===== src/rtl/ifu_fetch_pkg.sv =====
// Shared configuration for the instruction fetch unit: widths, NOP encoding,
// FSM state encoding and PC-register select codes.
package ifu_fetch_pkg;

   localparam int unsigned XLEN     = 32;
   localparam int unsigned INST_LEN = 32;

   // addi x0, x0, 0
   localparam logic [INST_LEN-1:0] INST_NOP = 32'h0000_0013;

   // IDLE: request pending, WAIT: one request outstanding, HOLD: instruction held
   typedef enum logic [1:0] {
      S_IDLE = 2'd0,
      S_WAIT = 2'd1,
      S_HOLD = 2'd2
   } state_e;

   // Load selects for the PC registers
   typedef enum logic [1:0] {
      PC_KEEP = 2'd0,
      PC_NEXT = 2'd1,
      PC_TGT  = 2'd2,
      PC_INC  = 2'd3
   } pc_sel_e;

endpackage


===== src/rtl/ifu_fetch_fsm.sv =====
// Fetch control FSM: owns the state and the drop flag, and tells the datapath
// which PC registers to load and when to capture a response.
module ifu_fsm
   import ifu_fetch_pkg::*;
(
   input  logic    i_clk,
   input  logic    i_rst,
   input  logic    i_req_ready,
   input  logic    i_resp_valid,
   input  logic    i_redirect,
   input  logic    i_ready,
   output logic    o_req_valid,
   output logic    o_valid,
   output pc_sel_e o_fpc_sel,
   output pc_sel_e o_npc_sel,
   output logic    o_capture
);

   state_e r_state;
   state_e w_state_nxt;
   logic   r_drop;
   logic   w_drop_nxt;

   // State and drop flag registers
   always_ff @(posedge i_clk) begin
      if (i_rst) begin
         r_state <= S_IDLE;
         r_drop  <= 1'b0;
      end else begin
         r_state <= w_state_nxt;
         r_drop  <= w_drop_nxt;
      end
   end

   // Next-state, drop and datapath control; redirect has priority in every state
   always_comb begin
      w_state_nxt = r_state;
      w_drop_nxt  = r_drop;
      o_fpc_sel   = PC_KEEP;
      o_npc_sel   = PC_KEEP;
      o_capture   = 1'b0;
      case (r_state)
         S_IDLE: begin
            // The pending request keeps its address; the target waits in next_pc
            if (i_redirect) begin
               o_npc_sel  = PC_TGT;
               w_drop_nxt = 1'b1;
            end
            if (i_req_ready)
               w_state_nxt = S_WAIT;
         end
         S_WAIT: begin
            if (i_redirect) begin
               if (i_resp_valid) begin
                  // Response arrives with the redirect: nothing left to drop
                  o_fpc_sel   = PC_TGT;
                  w_drop_nxt  = 1'b0;
                  w_state_nxt = S_IDLE;
               end else begin
                  o_npc_sel  = PC_TGT;
                  w_drop_nxt = 1'b1;
               end
            end else if (i_resp_valid) begin
               if (r_drop) begin
                  o_fpc_sel   = PC_NEXT;
                  w_drop_nxt  = 1'b0;
                  w_state_nxt = S_IDLE;
               end else begin
                  o_capture   = 1'b1;
                  o_npc_sel   = PC_INC;
                  w_state_nxt = S_HOLD;
               end
            end
         end
         S_HOLD: begin
            if (i_redirect) begin
               o_fpc_sel   = PC_TGT;
               w_state_nxt = S_IDLE;
            end else if (i_ready) begin
               o_fpc_sel   = PC_NEXT;
               w_state_nxt = S_IDLE;
            end
         end
         default: begin
            w_state_nxt = S_IDLE;
         end
      endcase
   end

   assign o_req_valid = (r_state == S_IDLE);
   assign o_valid     = (r_state == S_HOLD);

endmodule


===== src/rtl/ifu_fetch_reg.sv =====
// Generic enabled register with synchronous active-high reset to a constant.
module regTemplate #(
   parameter int unsigned  W       = 32,
   parameter logic [W-1:0] RST_VAL = '0
) (
   input  logic         i_clk,
   input  logic         i_rst,
   input  logic         i_en,
   input  logic [W-1:0] i_d,
   output logic [W-1:0] o_q
);

   // Reset to RST_VAL, otherwise load i_d when enabled
   always_ff @(posedge i_clk) begin
      if (i_rst)
         o_q <= RST_VAL;
      else if (i_en)
         o_q <= i_d;
   end

endmodule


===== src/rtl/ifu_fetch.sv =====
// Instruction fetch unit: issues one fetch at a time to instruction memory,
// holds the returned instruction for the IF/ID register, and handles redirects.
module ifu_fetch
   import ifu_fetch_pkg::*;
#(
   parameter logic [XLEN-1:0] RESET_PC = XLEN'(32'h8000_0000)
) (
   input  logic                clk,
   input  logic                rst,
   output logic                imem_req_valid,
   input  logic                imem_req_ready,
   output logic [XLEN-1:0]     imem_req_addr,
   input  logic                imem_resp_valid,
   input  logic [INST_LEN-1:0] imem_resp_data,
   input  logic                i_redirect,
   input  logic [XLEN-1:0]     i_redirect_pc,
   output logic                o_valid,
   input  logic                i_ready,
   output logic [XLEN-1:0]     o_inst_addr,
   output logic [INST_LEN-1:0] o_inst_data
);

   pc_sel_e         w_fpc_sel;
   pc_sel_e         w_npc_sel;
   logic            w_capture;
   logic [XLEN-1:0] w_target;
   logic [XLEN-1:0] r_fetch_pc;
   logic [XLEN-1:0] r_next_pc;
   logic [XLEN-1:0] w_fpc_d;
   logic [XLEN-1:0] w_npc_d;
   logic            w_unused_redirect_lsbs;

   assign w_target               = {i_redirect_pc[XLEN-1:2], 2'b00};
   assign w_unused_redirect_lsbs = ^i_redirect_pc[1:0];

   ifu_fsm u_fsm (
      .i_clk        (clk),
      .i_rst        (rst),
      .i_req_ready  (imem_req_ready),
      .i_resp_valid (imem_resp_valid),
      .i_redirect   (i_redirect),
      .i_ready      (i_ready),
      .o_req_valid  (imem_req_valid),
      .o_valid      (o_valid),
      .o_fpc_sel    (w_fpc_sel),
      .o_npc_sel    (w_npc_sel),
      .o_capture    (w_capture)
   );

   // PC register input muxes; the increment wraps at XLEN bits
   always_comb begin
      w_fpc_d = r_next_pc;
      if (w_fpc_sel == PC_TGT)
         w_fpc_d = w_target;
      w_npc_d = r_fetch_pc + XLEN'(4);
      if (w_npc_sel == PC_TGT)
         w_npc_d = w_target;
   end

   regTemplate #(.W(XLEN), .RST_VAL(RESET_PC)) u_fetch_pc (
      .i_clk (clk),
      .i_rst (rst),
      .i_en  (w_fpc_sel != PC_KEEP),
      .i_d   (w_fpc_d),
      .o_q   (r_fetch_pc)
   );

   regTemplate #(.W(XLEN), .RST_VAL(RESET_PC)) u_next_pc (
      .i_clk (clk),
      .i_rst (rst),
      .i_en  (w_npc_sel != PC_KEEP),
      .i_d   (w_npc_d),
      .o_q   (r_next_pc)
   );

   regTemplate #(.W(XLEN), .RST_VAL('0)) u_inst_addr (
      .i_clk (clk),
      .i_rst (rst),
      .i_en  (w_capture),
      .i_d   (r_fetch_pc),
      .o_q   (o_inst_addr)
   );

   regTemplate #(.W(INST_LEN), .RST_VAL(INST_NOP)) u_inst_data (
      .i_clk (clk),
      .i_rst (rst),
      .i_en  (w_capture),
      .i_d   (imem_resp_data),
      .o_q   (o_inst_data)
   );

   assign imem_req_addr = r_fetch_pc;

endmodule


===== config.mk =====
export PLATFORM = sky130hd
export DESIGN_NAME = ifu_fetch
export DESIGN_NICKNAME = d
export VERILOG_FILES = /design/src/rtl/ifu_fetch_pkg.sv /design/src/rtl/ifu_fetch_fsm.sv /design/src/rtl/ifu_fetch_reg.sv /design/src/rtl/ifu_fetch.sv
export SDC_FILE = /design/constraint.sdc
export NUM_CORES = 1
export LEC_CHECK = 0
export BUFFER_PORTS_ARGS = -buffer_cell sky130_fd_sc_hd__clkbuf_2
export CELL_PAD_IN_SITES_DETAIL_PLACEMENT = 0
export CELL_PAD_IN_SITES_GLOBAL_PLACEMENT = 1
export CORE_ASPECT_RATIO = 0.75
export CORE_MARGIN = 2
export CORE_UTILIZATION = 40
export DETAILED_ROUTE_END_ITERATION = 6
export PLACE_DENSITY = 0.83
export SKIP_LAST_GASP = 1
export SYNTH_ARGS = -nofsm -noshare
export SYNTH_HDL_FRONTEND = slang
export SYNTH_SLANG_ARGS = --single-unit

===== constraint.sdc =====
create_clock -name clk -period 5.45 [get_ports clk]
set_input_delay 0.545 -clock clk [delete_from_list [all_inputs] [get_ports clk]]
set_output_delay 0.545 -clock clk [all_outputs]
set_load 0.03 [all_outputs]

==> results, run 1 <==
- 0 antenna diodes ended up in the layout.
- The longest individual stage delay on the worst path is 0.81 ns.
- The mean routed wirelength per cell is 15.8 microns.
- The area enclosed by the die boundary is 15000 sq um.
- For this run, the number of Yosys warnings is 0.
- The final number of setup-violating endpoints is 0.
- The first detailed-routing pass ran for 5 iterations.
- Of all nets on the critical path, the largest fanout is 88.
- Summing every instance area after synthesis gives 5620 sq um.
- In the synthesized netlist, the cells that appear most often are nand2_1 (185), dfxtp_1 (131), a21oi_1 (111), clkbuf_1 (37), a22oi_1 (36).
- The number of enable-type register cells in the synthesized netlist is 0.
- The H-tree was split into 4 levels.
- Of the cells placed in the final design, the portion with a size suffix greater than 1 is 26.1%.
- The maximum number of pins on one net before global-route repair is 102.
- The number of nets in the layout is 905.
- Sequential elements use 46.6% of the synthesized area.
- The synthesized design contains 131 register bits.
- The relative slew slack is 28.7%.
- Among all stages on the critical path, the largest delay is contributed by nand3_4.
- For this run, the leading register cell type out of synthesis is dfxtp_1.
- The post-CTS clock slew at the launch and capture registers of the worst setup and hold paths is 0.06 ns.
- The flow ran to the end, and the final reports show no timing, DRC or antenna violations.
- The floorplan has 37 rows.
- The initial DRC count is 435.
- The total DRC errors in the routed layout is 0.
- The total of max-cap violations is 0.
- The maximum ir drop on the vdd rail is 0.211 mV.
- The maximum clock path buffer count is 2.
- For the pin with the worst max-slew slack, the measured transition is 1.07 ns.
- The number of buffers added by the clock tree synthesis step is 17.
- The core region is 13700 sq um.
- The category of the critical setup timing path is flip-flop to flip-flop.
- For this design, the CTS-stage hold fixing added 0 buffers.
- The post-synthesis net count is 773.
- The signal on the critical path passes through inv_1, ha_1, nand3_4, and3_1, a211oi_1, a21oi_1.
- TritonCTS built the clock tree.
- Dividing the detail-routed via count by the number of cells gives 5.41.
- The worst min-delay path class is primary input to flip-flop.
- The top-area cell type share of the netlist area is 46.6%.
- The nature of the critical path endpoint is a flip-flop.
- At the worst endpoint, the arrival time is 2.84 ns.
- The first-pass GRT wire length is 25.9 mm.
- The number of vias after detailed routing is 5509.
- The final count of hold timing violations is 0.
- The average instance in the mapped netlist occupies 8.06 sq um.
- The total power after layout is 2.49 mW.
- The time the final worst path needs with I/O delays and setup is 2.59 ns.
- The number of ports placed on the die boundary is 168.
- Timing would allow up to 0.386 GHz.
- The count of distinct cell types in the synthesized netlist is 46.
- Clock skew on the completed layout was measured at 0.0108 ns.
- The critical path data required time is 5.70 ns.
- The number of I/O port buffers is 165.
- The leakage power is 2.76 nW.
- Once detailed placement completed, the half-perimeter wirelength came to 10.1 mm.
- The number of sinks handled by clock tree synthesis is 131.
- Once the floorplan was initialized, standard cells occupied 40.9% of the core.
- The post-CTS setup repair buffer count is 0.
- In the synthesized netlist the async set-or-reset flop fraction comes to 0%.
- The number of nets with antenna violations after detailed routing is 0.
- The cell type with the largest total area after synthesis is dfxtp_1.
- Sorting the synthesized cells by area gives the leading types as dfxtp_1 (47%), nand2_1 (12%), a21oi_1 (9.9%).
- The number of antenna violations at the first check in global routing is 0.
- The floorplan die height is 107 microns.
- The final layout contains routed wiring with a total length of 16.1 mm.
- The global placement routability congestion is 0.747.
- The total power per unit cell area is 352 nW/um^2.
- Among all cell types in the netlist, the one instantiated most often is nand2_1.
- The final cycle utilization of the critical path is 47.6%.
- The area growth from synthesis to layout is 25.9%.
- The kind of start point of the critical path is a flip-flop.
- The tree is rooted in a clkbuf_16.
- Global routing finished with a remaining overflow of 0.
- The summed negative setup slack over all endpoints is 0 ns.
- Setup repair after global routing left no endpoint under its margin.
- For the worst-skew pair, the clock arrives at the later sink with an insertion delay of 0.42 ns.
- The number of gates resized after CTS is 0.
- The floorplan step set the die width to 141 microns.
- The via count of the first global-routing pass is 5313.
- The number of pins exceeding their max-slew limit in the final report is 0.
- The gate count after technology mapping is 698.
- The total global-route track usage is 21.8%.
-- layout make-up --
cell class,instances,area [sq um]
Clock buffer,17,425
Clock inverter,15,181
Fill cell,1300,6670
Inverter,8,30.0
Multi-Input combinational cell,500,2720
Sequential cell,131,2620
Tap cell,175,219
Timing Repair Buffer,172,881
-- state kept, by name (all words and copies together) (netlist names) --
signal,flops
u_fsm.r_state,2
u_fsm.r_drop,1
u_next_pc.o_q,32
u_inst_addr.o_q,32
u_fetch_pc.o_q,32
u_inst_data.o_q,32
-- worst paths after layout --
check	start	to	slack (ns)	cells past startpoint
max	u_fsm.r_state[1]	u_next_pc.o_q[18]	2.86	6
min	imem_resp_data[4]	u_inst_data.o_q[4]	0.34	3
max reg2reg	u_fsm.r_state[1]	u_next_pc.o_q[18]	2.86	6
min reg2reg	u_inst_addr.o_q[23]	u_inst_addr.o_q[23]	0.45	2
-- logic make-up after synthesis --
| family | synth area share, % |
|---|---|
| AND/OR/NAND/NOR | 23.0 |
| AO/OA/AOI/OAI | 20.9 |
| flip-flops | 46.6 |
| buffers and inverters | 5.41 |
| XOR/XNOR | 2.80 |
| adder cells (fa/ha/maj) | 1.11 |
| multiplexers | 0.178 |
-- critical path, delay by kind of cell (launching register included) --
kind                       cells  cell delay, ns
and+or+nand+nor                2            1.36
AOI/OAI and AO/OA              2            0.33
DFF                            1            0.32
adders and majority gates      1            0.30
buffers and inverters          1            0.09
-- placed cells by master, fill, tap and decap left out, types with 4 or more instances in the layout --
cell type,netlist,final
nand2_1,185,185
clkbuf_2,0,164
dfxtp_1,131,131
a21oi_1,111,111
a22oi_1,36,36
nand3_1,20,19
nor2_1,19,17
clkbuf_16,0,17
xnor2_1,14,14
and3_1,13,12
a31oi_1,12,12
o22ai_1,11,11
inv_1,8,8
buf_4,0,8
nor4_1,7,7
o21ai_1,5,6
nor3_1,5,5
o21ai_0,6,5
o31a_1,5,5
ha_1,5,5
clkinvlp_4,0,5
o21a_1,4,4
xor2_1,4,4
a221oi_1,4,4
-- per-layer routing --
layer	vias to the layer above	share of wire [%]	routed length [microns]	GRT usage [%]
met1	2610	45	7170	27.9
met5	-	0	0	0
met4	0	1.1	173	8.79
li1	2699	-	-	-
met2	183	46	7470	34.8
met3	17	8.0	1290	6.30
-- metrics by stage --
stage | hold WS (ns) | instances | area (sq um) | setup WS (ns) | util, %
floorplan | 0.437 | 698 | 5620 | 3.45 | -
global placement | 0.441 | 986 | 6470 | 2.59 | 47.1
detailed placement | 0.447 | 986 | 6470 | 2.53 | 47.1
CTS | 0.325 | 1018 | 7080 | 2.86 | 51.5
global route | 0.330 | 1018 | 7080 | 2.58 | 51.5
finish | 0.343 | 1018 | 7080 | 2.86 | 51.5
-- power by group --
group          leakage [nW]  total [mW]  switching (mW)  internal [mW]
Combinational          1.41       0.297           0.200         0.0968
Sequential             1.06        1.04          0.0338           1.00
Clock                 0.282        1.16           0.440          0.722
Total                  2.76        2.49           0.673           1.82
(Power assumes the default switching activity.)
==> inputs of run 2 (changes only) <==
--- a/config.mk
+++ b/config.mk
@@ -10,9 +10,9 @@
 export CELL_PAD_IN_SITES_GLOBAL_PLACEMENT = 1
 export CORE_ASPECT_RATIO = 0.75
 export CORE_MARGIN = 2
-export CORE_UTILIZATION = 40
+export CORE_UTILIZATION = 37
 export DETAILED_ROUTE_END_ITERATION = 6
-export PLACE_DENSITY = 0.83
+export PLACE_DENSITY = 0.77
 export SKIP_LAST_GASP = 1
 export SYNTH_ARGS = -nofsm -noshare
 export SYNTH_HDL_FRONTEND = slang
==> constraint.sdc (replaced) <==
create_clock -name clk -period 2.5 [get_ports clk]
set_input_delay 0.25 -clock clk [delete_from_list [all_inputs] [get_ports clk]]
set_output_delay 0.25 -clock clk [all_outputs]
set_load 0.03 [all_outputs]
==> run 2 against run 1 <==
  * Combinational power grew 130%
  * Via count grew 0.80%
  * Flip-flop and latch count is the same
  * Clock-buffer cell count grew 4
  * Global-route usage shrank 0.92 points
  * Critical path depth grew 1
  * Critical endpoint is now u_next_pc.o_q[4]
==> results, run 2 (synthesized netlist as in run 1, its figures left out) <==
- The number of pins exceeding their max-slew limit in the final report was 0.
- From bottom edge to top edge, the die measures 111 microns.
- The maximum clock path buffer count is 2.
- The die covers 16200 sq um.
- After floorplanning, the core was sized to cover 14600 sq um.
- In this run the post-CTS setup repair buffer count came out at 0.
- The setup path with the least slack is of type flip-flop to flip-flop.
- After clock tree synthesis, the clock-pin slew on the worst setup and hold paths is 0.06 ns.
- The number of antenna violations at the first check in global routing came to 1.
- The final count of hold timing violations was 0.
- The worst setup timing slack at the placement stage is 0.445 ns.
- Buffers inserted to repair hold after CTS numbered 0.
- The number of vias after detailed routing is 5553.
- The mean routed wirelength per cell is 15.7 microns.
- Setup total negative slack on the finished layout was measured at 0 ns.
- The first global-routing pass estimated 27.3 mm of wire.
- The final number of setup-violating endpoints is 0.
- After detailed placement, the total cell area comes to 6630 sq um.
- The initial core utilization is 38.4%.
- Along the worst path, the maximum fanout reaches 53.
- Entering global routing, the biggest net connects 54 pins.
- The data arrival time at the worst-slack endpoint is 2.35 ns.
- The CTS H-tree depth is 4.
- The number of nets in the layout is 922.
- Leaving out fill and tap cells, the most frequent cells in the layout are nand2_1 (185), clkbuf_2 (164), dfxtp_1 (131).
- The remaining global-route overflow is 0.
- The overall die width is 146 microns.
- The total power after layout is 5.42 mW.
- In this run the power density over the cells is 750 nW/um^2.
- The tree is rooted in a clkbuf_16.
- The number of buffers added by the clock tree synthesis step is 17.
- The CTS tree is built.
- For this design the static power due to leakage is 2.84 nW.
- The final routed wirelength across all metal layers is 16.6 mm.
- Fill cells in the final layout number 1461.
- The global placement routability congestion is 0.765.
- Measured against its own limit, the worst slew margin works out to 58.6%.
- Setup repair after global routing left no endpoint under its margin.
- The via count of the first global-routing pass is 5552.
- Once routing completed, OpenROAD measured the worst setup slack at 0.435 ns.
- The worst setup path is launched from a flip-flop.
- The antenna cell count is 0.
- The number of sinks handled by clock tree synthesis is 131.
- Between clock sinks in the finished design, the worst skew comes to 0.00904 ns.
- The worst path uses 82.6% of the clock period.
- The half-perimeter wire length after placement is 11.3 mm.
- For this run, the top clock speed supported by timing is 0.484 GHz.
- After the first detailed-routing iteration, the DRC count stood at 279.
- The flow ran to the end, and the final reports show no timing, DRC or antenna violations.
- In this run, post-CTS repair resized a total of 0 instances.
- The total global-route track usage is 20.8%.
- The number of nets with antenna violations after detailed routing is 0.
- Dividing the detail-routed via count by the number of cells gives 5.24.
- The cell row count is 38.
- The later-pin clock latency in the skew report is 0.42 ns.
- The critical path data required time is 2.79 ns.
- The tool flagged a number of max-cap violations equal to 0.
- The path class of the tightest hold or removal check is primary input to flip-flop.
- The worst setup path is captured at a flip-flop.
- The first detailed-routing pass ran for 5 iterations.
- At the pin with the least slew margin, the transition time is 0.621 ns.
- After layout, the minimum clock period comes to 2.07 ns.
- For this design the top-level I/O count stands at 168.
- The most common cell after layout, fill and taps aside is nand2_1.
- The total DRC errors in the routed layout is 0.
- The number of I/O port buffers is 165.
- The maximum ir drop on the vdd rail is 0.445 mV.
- The share of layout cells above drive strength 1 is 27.1%.
- The area growth from synthesis to layout is 28.3%.
- The post-route standard cell area excluding fillers is 7220 sq um.
## run 2: cell count changes in the layout (fill, tap and decap cells not counted), sizes merged
cell and change:
buf +17, clkbuf +4, clkinvlp -3, inv -3, clkinv +1
## run 2: path summary, 6_finish.rpt
path / slack [ns] / depth (start not counted) / end / from
max: 0.43 / 7 / u_next_pc.o_q[4] / u_fsm.r_state[1]
min: 0.05 / 3 / u_inst_data.o_q[23] / imem_resp_data[23]
max reg2reg: 0.43 / 7 / u_next_pc.o_q[4] / u_fsm.r_state[1]
min reg2reg: 0.45 / 2 / u_inst_addr.o_q[13] / u_inst_addr.o_q[13]
## run 2: through the flow
stage	hold slack [ns]	instances	utilization, %
after floorplan	0.374	698	-
after global placement	0.441	1028	45.3
after detailed placement	0.446	1028	45.3
after CTS	0.0334	1059	49.3
after global routing	0.0320	1059	49.3
final	0.0496	1059	49.3
## run 2: per-layer routing
metal	global-route usage (%)	up-vias	routed length (microns)
li1	-	2728	-
met1	27.0	2634	7900
met2	32.5	181	7360
met3	7.53	10	1230
met4	6.73	0	133
met5	0	-	0
## run 2: where the power goes
| group | switching, mW | total, mW | internal (mW) |
|---|---|---|---|
| clock network | 0.898 | 2.48 | 1.58 |
| logic | 0.448 | 0.681 | 0.233 |
| registers | 0.0702 | 2.26 | 2.19 |
| total | 1.42 | 5.42 | 4.00 |
## run 2: layout make-up
type	count	area, sq um	area share (%)
Multi-Input combinational cell	500	2720	37.7
Sequential cell	131	2620	36.3
Timing Repair Buffer	189	1010	14.0
Clock buffer	21	450	6.24
Tap cell	200	250	3.47
Clock inverter	10	134	1.85
Inverter	8	30.0	0.416
## run 2: critical path, stage by stage (launching register included)
cell and delay (ns):
dfxtp_1 0.34, inv_1 0.08, ha_1 0.27, nand3_4 0.29, buf_4 0.51, nor2_1 0.10, a221oi_1 0.25, nor2_1 0.06
==> inputs of run 3 (changes only) <==
--- a/config.mk
+++ b/config.mk
@@ -5,14 +5,15 @@
 export SDC_FILE = /design/constraint.sdc
 export NUM_CORES = 1
 export LEC_CHECK = 0
+export ABC_AREA = 1
 export BUFFER_PORTS_ARGS = -buffer_cell sky130_fd_sc_hd__clkbuf_2
 export CELL_PAD_IN_SITES_DETAIL_PLACEMENT = 0
 export CELL_PAD_IN_SITES_GLOBAL_PLACEMENT = 1
 export CORE_ASPECT_RATIO = 0.75
 export CORE_MARGIN = 2
-export CORE_UTILIZATION = 37
+export CORE_UTILIZATION = 33
 export DETAILED_ROUTE_END_ITERATION = 6
-export PLACE_DENSITY = 0.77
+export PLACE_DENSITY = 0.74
 export SKIP_LAST_GASP = 1
 export SYNTH_ARGS = -nofsm -noshare
 export SYNTH_HDL_FRONTEND = slang
==> constraint.sdc (replaced) <==
create_clock -name clk -period 1.8 [get_ports clk]
set_input_delay 0.18 -clock clk [delete_from_list [all_inputs] [get_ports clk]]
set_output_delay 0.18 -clock clk [all_outputs]
set_load 0.03 [all_outputs]
==> run 3 against run 2 <==
  * Flip-flop and latch count did not move
  * Design area grew 20%
  * Worst hold slack got worse by 0.024 ns
  * First-iteration DRC count grew 9.3%
  * Register-to-register slack worse by 0.30 ns
  * Sequential share of layout area decreased by 5.9 points
  * Highest routed layer unchanged
  * Via count increased by 16%
  * Combinational power grew to 3.8 times the previous value
  * Clock skew rose by 0.0073 ns
  * Global-route usage shrank 0.85 points
  * Power increased by 72%
  * Largest power group unchanged
==> results, run 3 <==
- The run finished with clean final reports.
- The number of nets in the layout is 1214.
- Routability-driven placement finished with a final weighted congestion of 0.780.
- The internal portion of the total power is 5.98 mW.
- Counting every instance in the synthesized netlist gives 924.
- The critical path runs through a total of 10 cells.
- The worst register-to-register path begins at u_fsm.r_state[0].
- The critical path is of the flip-flop to flip-flop type.
- The cell area after technology mapping is 6310 sq um.
- The cell sitting at the root of the clock tree is a clkbuf_16.
- The setup clock skew after layout is 0.0163 ns.
- The repair_antennas step left the layout with diodes totalling 0.
- Counting the fill cells in the layout gives 1969.
- In the synthesized netlist the dominant register cell turns out to be dfxtp_1.
- The remaining global-route overflow is 0.
- The hold path endpoint is u_next_pc.o_q[2].
- The commonest cells after synthesis are nand2_1 (249), dfxtp_1 (131), inv_1 (122), a21oi_1 (96), nor2_1 (79).
- The number of nets with antenna violations after detailed routing is 0.
- The share of total power dissipated in combinational logic is 28.1%.
- In this run the number of H-tree levels came out at 4.
- The via count of the first global-routing pass was 5883.
- The placeable core region is 18600 sq um.
- Of all flip-flops after synthesis, the portion carrying an async set or reset was 0%.
- After clock tree synthesis, the clock-pin slew on the worst setup and hold paths is 0.06 ns.
- In the layout the commonest cells are nand2_1 (249), clkbuf_2 (164), dfxtp_1 (130).
- For the worst setup path, the data required time is 2.08 ns.
- Entering global routing, the biggest net connects 98 pins.
- The slack of the worst reg-to-reg path is 0.14 ns.
- For the pin with the worst max-slew slack, the measured transition is 0.490 ns.
- The maximum ir drop on the vdd rail is 0.582 mV.
- The multi-input combinational cells in the finished layout cover a total of 2980 sq um.
- During synthesis, Yosys emitted a total of 0 warnings.
- The number of pins exceeding their max-slew limit in the final report is 0.
- The top cell type by area accounts for 41.6% of the synthesized area.
- Registers take 2620 sq um.
- The kind of start point of the critical path is a flip-flop.
- The number of buffers and inverters on the critical path is 4.
- Among all stages on the critical path, the largest delay is contributed by dfxtp_2.
- Data arrives at the worst endpoint at 1.95 ns.
- After detailed routing, the average wire length per cell comes to 14.4 microns.
- Once detailed placement completed, the half-perimeter wirelength came to 13.4 mm.
- During I/O placement, the number of pins put on the boundary was 168.
- The worst hold path depth is 3.
- In this run the tightest slew margin relative to its limit is 67.4%.
- Summed over all nets, the switching power comes to 3.34 mW.
- The area growth from synthesis to layout is 36.8%.
- Setup repair after global routing could not meet its margin everywhere.
- The startpoint of the worst hold path is i_redirect_pc[2].
- After detailed placement, the total cell area comes to 7660 sq um.
- The destination of the worst register-to-register timing path is u_fetch_pc.o_q[0].
- The count of distinct cell types in the synthesized netlist is 37.
- The longest individual stage delay on the worst path is 0.34 ns.
- The first routing iteration left 305 violations.
- The clock network burns 36.0% of the power.
- The worst setup path is captured at a flip-flop.
- The leakage power is 3.80 nW.
- The tool flagged a number of max-cap violations equal to 0.
- The total DRC errors in the routed layout is 0.
- Grouping stages by cell kind, the critical path spends the most delay in buffers and inverters.
- After synthesis the netlist holds a flip-flop and latch count of 131.
- The floorplan step set the die height to 124 microns.
- The first-pass GRT wire length is 31.5 mm.
- Counting every net in the synthesized netlist gives 999.
- The final count of hold timing violations came to 0.
- Along the worst path, the maximum fanout reaches 17.
- With fillers left out, the area of the finished cells amounts to 8630 sq um.
- Of all cell types, the one taking the most synthesized area is dfxtp_1.
- After synthesis, the cell types taking the most area are dfxtp_1 (42%), nand2_1 (15%), a21oi_1 (7.6%).
- Row generation in the floorplan step produced 43 rows.
- The time the final worst path needs with I/O delays and setup is 1.66 ns.
- Of the total power, the share spent switching nets is 35.8%.
- For the worst-skew pair, the clock arrives at the later sink with an insertion delay of 0.43 ns.
- The final cycle utilization of the critical path is 92.3%.
- The min-delay analysis places its worst path in the category primary input to flip-flop.
- The number of vias after detailed routing is 6456.
- For this configuration, the core starts out at a cell density of 33.9%.
- TritonCTS created 17 clock buffers.
- After detailed routing, the number of vias per cell comes to 4.61.
- The critical path goes through inv_2, ha_2, inv_1, o22ai_2, nand3_2, nand2_2, buf_12, inv_1, nand2_1, a21oi_1.
- For this block, the routed nets add up to 20.2 mm of wire.
- After synthesis, the mean cell area works out to 6.83 sq um.
- The total global-route track usage is 20.0%.
- The most frequent cell after synthesis is nand2_1.
- The first TritonRoute pass finished after 5 iterations.
- The achievable clock frequency is 0.602 GHz.
- The maximum clock path buffer count is 2.
- The share of layout cells above drive strength 1 is 24.2%.
- The number of enable-type register cells in the synthesized netlist is 0.
- The CTS tree is built.
- The most prevalent standard cell on the critical path is inv_1.
- The total power per unit cell area is 1080 nW/um^2.
- After layout, the design draws a total of 9.32 mW.
- Setup violations remaining at the end of the flow were counted as 0.
- The die is 164 microns wide.
- The clock net in this run drives a total of 131 sinks.
- The number of antenna violations at the first check in global routing is 0.
- For the worst flop-to-flop path, the logic depth is 10.
- The proportion of synthesized chip area in sequential cells is 41.6%.
- The library cell used most frequently in the layout, excluding fill and tap cells, is nand2_1.
- The part of the total power dissipated in sequential elements is 35.9%.
- The area enclosed by the die boundary is 20200 sq um.
- Port buffering added 165 buffers.
-- run 3: cell count changes in the layout (fill, tap and decap cells not counted), sizes merged, moves of 9 or more --
cell,previous run,this run
nand3,20,81
buf,25,46
nor2,19,87
dlygate4sd3,0,32
a211oi,2,13
inv,8,135
a31oi,12,3
and3,13,0
a22oi,36,0
xnor2,14,4
a21oi,111,96
nand2,185,255
o21ai,11,42
-- run 3: layout make-up --
cell class	count	area share, %
inverter	126	5.57
tap	247	3.58
clock buffer	17	4.93
sequential	131	30.4
multi-input combinational	619	34.5
clock inverter	15	1.60
timing repair buffer	244	19.4
-- run 3: per-layer routing --
metal  global-route usage, %  share of wire [%]  vias up
met4                    3.73               0.37        0
met1                    29.3                 51     2861
met2                    29.1                 42      214
li1                        -                  -     3373
met3                    5.96                7.2        8
met5                       0                  0        -
-- run 3: worst max-delay path by stage --
stage	from	endpoint	slack, ns
3_3_place_gp	u_fsm.r_state[0]	u_fetch_pc.o_q[8]	0.12
6_report	u_fsm.r_state[0]	u_fetch_pc.o_q[0]	0.14
2_1_floorplan	u_fetch_pc.o_q[3]	u_next_pc.o_q[28]	0.05
5_1_grt	u_fsm.r_state[1]	u_fetch_pc.o_q[17]	-0.02
3_5_place_dp	u_fsm.r_state[0]	u_fetch_pc.o_q[0]	0.10
4_1_cts	u_fsm.r_state[1]	u_next_pc.o_q[14]	0.08
-- run 3: cell families (layout without fill, tap and decap cells) --
group | count (synthesis) | in the layout | share of synthesized area (%)
simple gates | 441 | 441 | 30.4
flops | 131 | 131 | 41.6
fa+ha+maj | 5 | 5 | 0.992
xor+xnor | 8 | 8 | 1.11
compound gates | 165 | 165 | 14.2
buf+inv | 174 | 402 | 11.7
-- run 3: repair_timing --
| item | 4_1_cts | 5_1_grt |
|---|---|---|
| endpoints found under the hold margin | 32 | 0 |
| setup endpoints to repair | 0 | 29 |
| resized for setup | 0 | 11 |
| setup buffers | 0 | 1 |
| hold buffers | 32 | 0 |
-- run 3: worst min-delay path, delay by kind of cell --
family | cells | cell delay (ns)
AOI/OAI and AO/OA | 1 | 0.08
buffers and inverters | 2 | 0.14
-- run 3: per-stage QoR --
step	setup TNS, ns	cells	worst slack [ns]	utilization (%)	hold slack [ns]
after detailed placement	0	1332	0.104	41.1	0.390
after global placement	0	1332	0.123	41.1	0.381
final	0	1399	0.138	46.3	0.0251
after floorplan	0	924	0.0538	-	0.293
after global routing	-0.0308	1399	-0.0224	46.3	0.0248
after CTS	0	1396	0.0814	45.9	0.0159
-- run 3: power by group through the flow --
stage          Sequential (mW)  Clock [mW]  Combinational [mW]
6_report                  3.35        3.36                2.62
5_1_grt                   3.38        3.60                2.89
4_1_cts                   3.34        3.44                2.52
3_5_place_dp              3.40           0                2.46
3_3_place_gp              3.40           0                2.45
2_1_floorplan             3.62           0                1.36
